<file path="config.mk">
export PLATFORM = sky130hd
export DESIGN_NAME = mem_copy_master
export DESIGN_NICKNAME = d
export VERILOG_FILES = /design/src/rtl/mem_copy_pkg.sv /design/src/rtl/mem_copy_master_order_checker.sv /design/src/rtl/mem_copy_master.sv
export SDC_FILE = /design/constraint.sdc
export NUM_CORES = 1
export LEC_CHECK = 0
export ABC_CLOCK_PERIOD_IN_PS = 7270
export CAP_MARGIN = 0
export CORE_MARGIN = 5
export CORE_UTILIZATION = 51
export DETAILED_ROUTE_END_ITERATION = 10
export PLACE_DENSITY = 0.83
export SYNTH_ARGS = -nofsm -noshare
export SYNTH_HDL_FRONTEND = slang
export SYNTH_SLANG_ARGS = --single-unit
</file>
<file path="constraint.sdc">
create_clock -name clk -period 7.27 [get_ports clk]
set_input_delay 2.181 -clock clk [delete_from_list [all_inputs] [get_ports clk]]
set_output_delay 2.181 -clock clk [all_outputs]
set_load 0.01 [all_outputs]
</file>
<file path="src/rtl/mem_copy_pkg.sv">
// -----------------------------------------------------------------------------
// mem_copy_pkg
// Shared definitions for the mem_copy_master block:
//   state_t     - copy FSM state encoding (IDLE / READ / WRITE / FIN)
//   WORD_BYTES  - byte stride between consecutive 32-bit words
//   word_addr() - byte address of word 'idx' relative to 'base' (mod 2^32)
// -----------------------------------------------------------------------------
package mem_copy_pkg;

  typedef enum logic [1:0] {
    IDLE  = 2'd0,
    READ  = 2'd1,
    WRITE = 2'd2,
    FIN   = 2'd3
  } state_t;

  localparam int unsigned WORD_BYTES = 4;

  // Plain 32-bit addition: a wrap past 0xFFFFFFFC silently continues at 0.
  function automatic logic [31:0] word_addr(input logic [31:0] base,
                                            input logic [31:0] idx);
    return base + (idx * WORD_BYTES);
  endfunction

endpackage

</file>
<file path="src/rtl/mem_copy_master_order_checker.sv">
// -----------------------------------------------------------------------------
// order_checker
// Watches the stream of words captured by the copy engine and raises a sticky
// flag when a word is smaller (signed) than the word captured before it.
// Only instantiated when MEM_COPY_ORDER_CHECK_EN is defined.
//
// Ports:
//   clk   in  1   clock, rising edge
//   reset in  1   synchronous active-high reset
//   clear in  1   forget the previous word and clear the flag (new copy)
//   valid in  1   'data' is a newly captured word this cycle
//   data  in  32  captured word
//   err   out 1   sticky out-of-order flag
// -----------------------------------------------------------------------------
module order_checker (
  input  logic        clk,
  input  logic        reset,
  input  logic        clear,
  input  logic        valid,
  input  logic [31:0] data,
  output logic        err
);

  logic [31:0] prev_q;
  logic        have_prev_q;
  logic        err_q;

  always_ff @(posedge clk) begin
    if (reset) begin
      prev_q      <= '0;
      have_prev_q <= 1'b0;
      err_q       <= 1'b0;
    end else if (clear) begin
      prev_q      <= '0;
      have_prev_q <= 1'b0;
      err_q       <= 1'b0;
    end else if (valid) begin
      // The first word of a copy has nothing to be compared against.
      if (have_prev_q && ($signed(data) < $signed(prev_q))) begin
        err_q <= 1'b1;
      end
      prev_q      <= data;
      have_prev_q <= 1'b1;
    end
  end

  assign err = err_q;

endmodule

</file>
<file path="src/rtl/mem_copy_master.sv">
// -----------------------------------------------------------------------------
// mem_copy_master
// Word-by-word memory copy engine on a simple single-cycle memory bus
// (combinational read responder). Each word takes one READ cycle followed by
// one WRITE cycle; a one-cycle done pulse marks completion.
//
// Optional feature: define MEM_COPY_ORDER_CHECK_EN to enable a signed
// ascending-order check on the source words (err_order). Without it err_order
// is tied low and no checker logic exists; the port list is identical.
//
// Ports:
//   clk        in  1      clock, rising edge
//   reset      in  1      synchronous active-high reset
//   start      in  1      begin a copy (only honoured in IDLE)
//   abort      in  1      abandon an active copy (READ/WRITE), no done pulse
//   src_base   in  32     source byte address (bits [1:0] ignored)
//   dst_base   in  32     destination byte address (bits [1:0] ignored)
//   length     in  LEN_W  number of 32-bit words
//   busy       out 1      high in READ or WRITE
//   done       out 1      one-cycle completion pulse
//   err_order  out 1      sticky: source words not ascending (signed)
//   Address    out 32     bus byte address (0 when idle)
//   Write_data out 32     bus write data (0 when idle)
//   MemRead    out 1      bus read strobe
//   MemWrite   out 1      bus write strobe
//   Read_data  in  32     bus read data, valid in the MemRead cycle
// -----------------------------------------------------------------------------
module mem_copy_master
  import mem_copy_pkg::*;
#(
  parameter int LEN_W = 10
) (
  input  logic             clk,
  input  logic             reset,
  input  logic             start,
  input  logic             abort,
  input  logic [31:0]      src_base,
  input  logic [31:0]      dst_base,
  input  logic [LEN_W-1:0] length,
  output logic             busy,
  output logic             done,
  output logic             err_order,
  output logic [31:0]      Address,
  output logic [31:0]      Write_data,
  output logic             MemRead,
  output logic             MemWrite,
  input  logic [31:0]      Read_data
);

  state_t           state_q, state_d;
  logic [LEN_W-1:0] idx_q, idx_d;
  logic [LEN_W-1:0] len_q, len_d;
  logic [31:0]      src_q, src_d;
  logic [31:0]      dst_q, dst_d;
  logic [31:0]      data_q, data_d;

  // Bus-facing outputs are registered: they are computed from the state the
  // FSM is about to enter, so they are valid for the whole of that state.
  logic             busy_q, busy_d;
  logic             done_q, done_d;
  logic             mem_read_q, mem_read_d;
  logic             mem_write_q, mem_write_d;
  logic [31:0]      addr_q, addr_d;
  logic [31:0]      wdata_q, wdata_d;

  logic             active;

  assign active = (state_q == READ) || (state_q == WRITE);

  always_comb begin
    state_d = state_q;
    idx_d   = idx_q;
    len_d   = len_q;
    src_d   = src_q;
    dst_d   = dst_q;
    data_d  = data_q;
    done_d  = 1'b0;

    unique case (state_q)
      IDLE: begin
        if (start) begin
          src_d   = {src_base[31:2], 2'b00};
          dst_d   = {dst_base[31:2], 2'b00};
          len_d   = length;
          idx_d   = '0;
          state_d = (length == '0) ? FIN : READ;
        end
      end
      READ: begin
        data_d  = Read_data;
        state_d = WRITE;
      end
      WRITE: begin
        idx_d   = idx_q + LEN_W'(1);
        state_d = (idx_q == (len_q - LEN_W'(1))) ? FIN : READ;
      end
      FIN: begin
        // Done is registered, so it shows in the cycle after FIN.
        done_d  = 1'b1;
        state_d = IDLE;
      end
      default: begin
        state_d = IDLE;
      end
    endcase

    // Abort overrides whatever transition the copy would have taken.
    if (abort && active) begin
      state_d = IDLE;
      idx_d   = idx_q;
      data_d  = data_q;
    end

    mem_read_d  = 1'b0;
    mem_write_d = 1'b0;
    addr_d      = '0;
    wdata_d     = '0;
    busy_d      = 1'b0;

    unique case (state_d)
      READ: begin
        busy_d     = 1'b1;
        mem_read_d = 1'b1;
        addr_d     = word_addr(src_d, 32'(idx_d));
      end
      WRITE: begin
        busy_d      = 1'b1;
        mem_write_d = 1'b1;
        addr_d      = word_addr(dst_d, 32'(idx_d));
        wdata_d     = data_d;
      end
      default: begin
      end
    endcase
  end

  always_ff @(posedge clk) begin
    if (reset) begin
      state_q     <= IDLE;
      idx_q       <= '0;
      len_q       <= '0;
      src_q       <= '0;
      dst_q       <= '0;
      data_q      <= '0;
      busy_q      <= 1'b0;
      done_q      <= 1'b0;
      mem_read_q  <= 1'b0;
      mem_write_q <= 1'b0;
      addr_q      <= '0;
      wdata_q     <= '0;
    end else begin
      state_q     <= state_d;
      idx_q       <= idx_d;
      len_q       <= len_d;
      src_q       <= src_d;
      dst_q       <= dst_d;
      data_q      <= data_d;
      busy_q      <= busy_d;
      done_q      <= done_d;
      mem_read_q  <= mem_read_d;
      mem_write_q <= mem_write_d;
      addr_q      <= addr_d;
      wdata_q     <= wdata_d;
    end
  end

  assign busy       = busy_q;
  assign done       = done_q;
  assign MemRead    = mem_read_q;
  assign MemWrite   = mem_write_q;
  assign Address    = addr_q;
  assign Write_data = wdata_q;

`ifdef MEM_COPY_ORDER_CHECK_EN
  logic start_accept;
  logic capture;
  logic err_order_w;

  assign start_accept = (state_q == IDLE) && start;
  // A word counts as captured only when READ actually completes.
  assign capture      = (state_q == READ) && !abort;

  order_checker u_order_checker (
    .clk   (clk),
    .reset (reset),
    .clear (start_accept),
    .valid (capture),
    .data  (Read_data),
    .err   (err_order_w)
  );

  assign err_order = err_order_w;
`else
  assign err_order = 1'b0;
`endif

endmodule

</file>
### After elaboration in Yosys (flattened, before gate mapping)

Cells that the tools add are included.

* bits in registers: 186
* output and inout bits: 69
* word-level logic and storage cells: 49

* add/sub/neg operators: 4
* eq/ne operators: 6
* multiplexer cells: 19
* bitwise operators: 1
* reduce and logical (&&, ||, !) cells: 7

Operators with widths (number)
* $mux 32: 6
* $add 32x12->32: 2
* $pmux 32 s2: 1
* $mux 10: 2
* $pmux 10 s2: 1
* $add 10x1->10 const B: 1
* $eq 10x10->1: 1
* $logic_not 10->1: 1
* $sub 10x1->10 const B: 1
* $mux 2: 4
* $pmux 2 s4: 1
* $eq 2x2->1 const B: 3
* $eq 2x1->1 const B: 2
* $mux 1: 4
* $reduce_or 2->1: 2
* $logic_not 2->1: 1
* $reduce_and 2->1: 1
* $logic_and 1x1->1: 1
* $logic_or 1x1->1: 1
* $not 1->1: 1

### Depth between registers and ports, before layout

* depth after elaboration: 8
* depth in mapped cells: 24
* gate-level depth less buffers: 18

### Worst setup path before layout

OpenSTA, ideal clock, no wires.

* path kind: input port to flip-flop
* start: input length[2]
* end: register addr_q[16], in the netlist Address[16]
* library setup time: 0.139 ns
* arrival: 6.582 ns
* data required time: 7.131 ns
* slack: 0.549 ns
* stages on the path: 21
* path buffers: 6
* cells stage by stage: nor4b_1 a31oi_1 nor2_1 o211ai_1 inv_1 ha_1 buf_4 buf_2 buf_1 clkbuf_1 clkbuf_1 mux2i_1 ha_1 fa_1 a21o_1 a41o_1 o211ai_1 a21o_1 clkbuf_1 or3_1 a21oi_1

* longest elaborated chain between the ends: 7

RTL lines
* start: declaration: RTL line mem_copy_master.sv:39 `input logic [LEN_W-1:0] length,`
* $logic_not 10->1 (*): RTL line mem_copy_master.sv:86 `state_d = (length == '0) ? FIN : READ;`
* $mux 2 (*): RTL line mem_copy_master.sv:86
* $mux 2 (*): RTL line mem_copy_master.sv:81 `if (start) begin`
* $pmux 2 s4 (*): RTL line mem_copy_master.sv:79 `unique case (state_q)`
* $mux 2 (*): RTL line mem_copy_master.sv:108 `if (abort && active) begin`
* via state_d[1]: RTL line mem_copy_master.sv:50 `state_t state_q, state_d;`
* $eq 2x2->1 / $eq 2x1->1 (equally long branches): RTL line mem_copy_master.sv:120 `unique case (state_d)`
* $pmux 32 s2 (*): RTL line mem_copy_master.sv:120
* end signal: assignment: RTL line mem_copy_master.sv:162 `addr_q <= addr_d;`
* end: declaration: RTL line mem_copy_master.sv:63 `logic [31:0] addr_q, addr_d;`

The timed path passes the listed nets; every way through them passes the cells marked *.
A chain may end at the register's enable or synchronous reset.

### Worst setup path after layout

* start: input start
* end: register addr_q[31], in the netlist Address[31]

* longest elaborated chain between the ends: 5

RTL lines
* start: declaration: RTL line mem_copy_master.sv:35 `input logic start,`
* $mux 2 (*): RTL line mem_copy_master.sv:81
* $pmux 2 s4 (*): RTL line mem_copy_master.sv:79
* $mux 2 (*): RTL line mem_copy_master.sv:108
* via state_d[1]: RTL line mem_copy_master.sv:50
* $eq 2x2->1 / $eq 2x1->1 (equally long branches): RTL line mem_copy_master.sv:120
* $pmux 32 s2 (*): RTL line mem_copy_master.sv:120

Marks and branches as above.

==> parameters.txt <==
Parameter                              Value

Floorplan
  I/O pin total    about 180
  CORE AREA    15,300 um^2
  Starting utilization of the core area    roughly 52%
  Vertical extent of the die    135 um
  Core Rows    45
  Area of the die    around 18,000 um^2
  Die width    between 100 and 150 um

Timing
  WHS    between 0.4 and 0.5 ns
  Setup tns final    0 ns
  RSZ-0062 raised after global routing    no
  Worst setup margin    1.13 ns
  Relative max-transition margin    roughly a quarter
  Max Transition Viols Final    0
  Time the final worst path needs with I/O delays and setup    roughly 6 ns
  Maximum clock rate    about 160 MHz
  Final worst path period share    a little over four fifths
  Slew @ Worst Pin    about 1.1 ns
  Number of hold violations in the final report    0
  Setup skew after layout    approximately 0.0085 ns
  Number of endpoints failing setup at the final stage    0

Clock network
  CTS tree    done
  Clk sinks    approximately 190
  Level count of the clock H-tree    4
  TritonCTS Buffers    17
  Clock-pin slew of the registers on the worst-case setup and hold paths    around 0.070 ns
  Clock latency of the later-clocked register in the worst-skew pair    approximately 0.44 ns
  # Post-CTS Setup Buffers    0
  Hold buffer count at CTS    0
  Max Root-Sink Buffers    2
  Resized Gates After CTS    0
  Clk Tree Root Cell    sky130_fd_sc_hd__clkbuf_16

Synthesis
  Top post-synthesis cells by area    sky130_fd_sc_hd__dfxtp_1 46%, sky130_fd_sc_hd__mux2i_1 10%, sky130_fd_sc_hd__nand2_1 6.6%, sky130_fd_sc_hd__a21oi_1 5.2%, sky130_fd_sc_hd__nor2_1 3.7%
  Top-count cell post-synth    sky130_fd_sc_hd__dfxtp_1
  Proportion of synthesized chip area in sequential cells    between 40% and 50%
  Synth Instances    just under 900
  Main combinational cell family by area after synthesis    simple AND/OR/NAND/NOR gates
  Simple-gate portion of the synthesized area    between 20% and 30%
  Number of enable-type register cells in the synthesized netlist    0
  Xor/xnor share of the synthesized area    2.18%
  Fraction of synthesized area in multiplexers    12.4%
  Compound-cell area share of the yosys netlist    12.2%
  Synth Register Bits    approximately 190
  Post-synth top area share    roughly 46%
  Yosys cell types    65
  Nets in the synthesized netlist    a little over 1,000
  Most frequent cells after synthesis    186 x sky130_fd_sc_hd__dfxtp_1, 142 x sky130_fd_sc_hd__nand2_1, 83 x sky130_fd_sc_hd__a21oi_1
  Most frequently used flop master after synthesis    sky130_fd_sc_hd__dfxtp_1
  Post-synthesis instance area    8030 um^2
  Fraction of registers with async set/reset    0%
  Adder and majority gate portion of the synthesized area    ~3%
  Synthesis Warnings    0
  Synthesized area divided by synthesized cell count    9.05 um^2
  Cell taking the most area after synthesis    sky130_fd_sc_hd__dfxtp_1

Cells and area
  Net count reported at finish    roughly 1,200
  Number of fill cells in the layout    around 1,200
  Layout cell share with drive strength beyond 1    between 6 and 7%
  Post-Layout Cell Count    between 1,000 and 1,500
  Final standard cell utilization of the core    about 70%
  Multi-input combinational cell area    approximately 4000 um^2
  Layout-stage area growth over the synthesis result    30.5%
  Final non-filler cell area    about 10,000 um^2
  Ant diodes    0
  FF/Latch Area    between 3000 and 4000 um^2

Placed design
  Weighted congestion at the end of routability-driven global placement    approximately 0.86
  Buffers added on ports    approximately 170
  Placed Cells    1,230
  Detail Placement HPWL    about 14,000 um
  Pre-CTS WS    between 0.6 and 0.7 ns
  Cell area reported after detailed placement    about 10000 um^2

Power and ir drop
  Pleak    between 3 and 4 nW
  Peak ir drop on the vdd network    0.000215 V
  Power Density    between 300 and 400 nW/um^2
  Power after layout    3.51 mW

Critical path
  Beginning of the worst register-to-register path    len_q[2]
  Critical setup path kind    input pin to flip-flop
  Required time of the worst setup path    7.63 ns
  Arrival time at the worst endpoint    ~6.5 ns
  CP Max Fanout    52
  Cell at the slowest stage of the critical path    sky130_fd_sc_hd__clkdlybuf4s50_1
  Worst Setup Start Kind    input pin
  Cell chain of the critical path    clkdlybuf4s50_1 -> nor4b_1 -> a31oi_1 -> nor2_1 -> o211ai_1 -> inv_1 -> ha_4 -> buf_4 -> mux2i_1 -> a211oi_1 -> o21ai_2 -> or4_4 -> or4_1 -> a21oi_1
  Endpoint class of the critical path    flip-flop
  Longest individual stage delay on the worst path    0.56 ns
  Launch point of the critical path    start

Global routing
  GRT Resource Usage Total    a little over a fifth
  Global-route congestion overflow total    0
  Number of global-route vias before repair    6,628
  Initial antenna violation count    1
  First-pass GRT wire length    approximately 32,000 um
  Pin count of the biggest net entering global routing    88

Routing
  Post-route antenna net violation count    0
  Post-DR vias/cell    approximately 5.4
  Total Wirelength    between 20,000 and 25,000 um
  Pre-antenna DRT Iters    5
  Iter 0 DRT Violations    380
  Remaining routing DRC violations    0
  WL per Instance    15.9 um
  Routed vias    ~6,800

Run status
  Outcome    complete, no violations

Job
  Max-capacitance violation count    0

Min path
  Worst hold start    data_q[20]
  Path category of the worst min-delay check    flip-flop to flip-flop
==> state kept, by name, summed over array words and instances (netlist names) <==
name,cells
len_q,10
Address,32
done,1
state_q,2
data_q,32
Write_data,32
MemWrite,1
busy,1
MemRead,1
idx_q,10
src_q,32
dst_q,32
==> final timing paths <==
kind | slack, ns | cells past startpoint | to
worst min register to register | 0.45 | 2 | data_q[20]
worst max register to register | 2.34 | 14 | Address[31]
worst min-delay path | 0.45 | 2 | data_q[20]
worst max-delay path | 1.13 | 14 | Address[31]
==> worst max-delay path, delay by kind of cell <==
family / cells / cell delay, ns
adder cells (fa/ha/maj): 1 / 0.53
AO/OA/AOI/OAI: 5 / 1.01
AND/OR/NAND/NOR: 4 / 1.46
multiplexers: 1 / 0.17
buffers and inverters: 3 / 1.13
==> final cells by class <==
cell class,count,share of cell area (%)
multi-input combinational,639,38.7
sequential,186,35.6
timing repair buffer,183,17.2
clock buffer,18,4.19
tap,211,2.52
clock inverter,14,1.45
inverter,11,0.394
==> placed cells by master (no fill, tap or decap), drive strengths merged, types with 3 or more instances in the layout <==
cell type / netlist / routed
nand2: 142 / 142
nand3: 9 / 9
nand3b: 4 / 4
nand2b: 4 / 4
a21o: 8 / 8
ha: 18 / 18
dfxtp: 186 / 186
a211oi: 4 / 4
and3: 4 / 4
mux4: 6 / 6
o31ai: 10 / 10
o211ai: 8 / 8
or4: 8 / 8
xor2: 9 / 9
nor2b: 15 / 15
and2: 44 / 44
buf: 19 / 11
a22o: 3 / 3
or3: 6 / 6
xnor2: 11 / 11
or2: 7 / 7
clkdlybuf4s50: 0 / 172
mux2: 5 / 5
nor4: 5 / 5
inv: 11 / 19
o21ai: 25 / 25
mux2i: 80 / 80
a21oi: 83 / 83
nor2: 79 / 79
clkbuf: 31 / 18
nor3: 10 / 10
clkinv: 0 / 3
o21a: 3 / 3
a31oi: 4 / 4
==> logic make-up after synthesis <==
group | count (synthesis)
flip-flops | 186
XOR/XNOR | 20
buffers and inverters | 62
AO/OA/AOI/OAI | 163
other | 1
adder cells (fa/ha/maj) | 19
AND/OR/NAND/NOR | 345
multiplexers | 91
==> per-layer routing <==
metal / wire, um / vias up / GRT usage, % / part of all wire (%)
li1: - / 3338 / - / -
met3: 1260 / 24 / 5.01 / 6.3
met2: 9810 / 220 / 38.0 / 49
met1: 8730 / 3172 / 26.9 / 43
met5: 0 / - / 0 / 0
met4: 287 / 0 / 6.61 / 1.4
==> power by group <==
part	switching [mW]	internal [mW]
Combinational	0.730	0.554
Sequential	0.0866	1.22
Clock	0.425	0.496
Total	1.24	2.27
No activity file was read; power rests on OpenSTA's default activity.
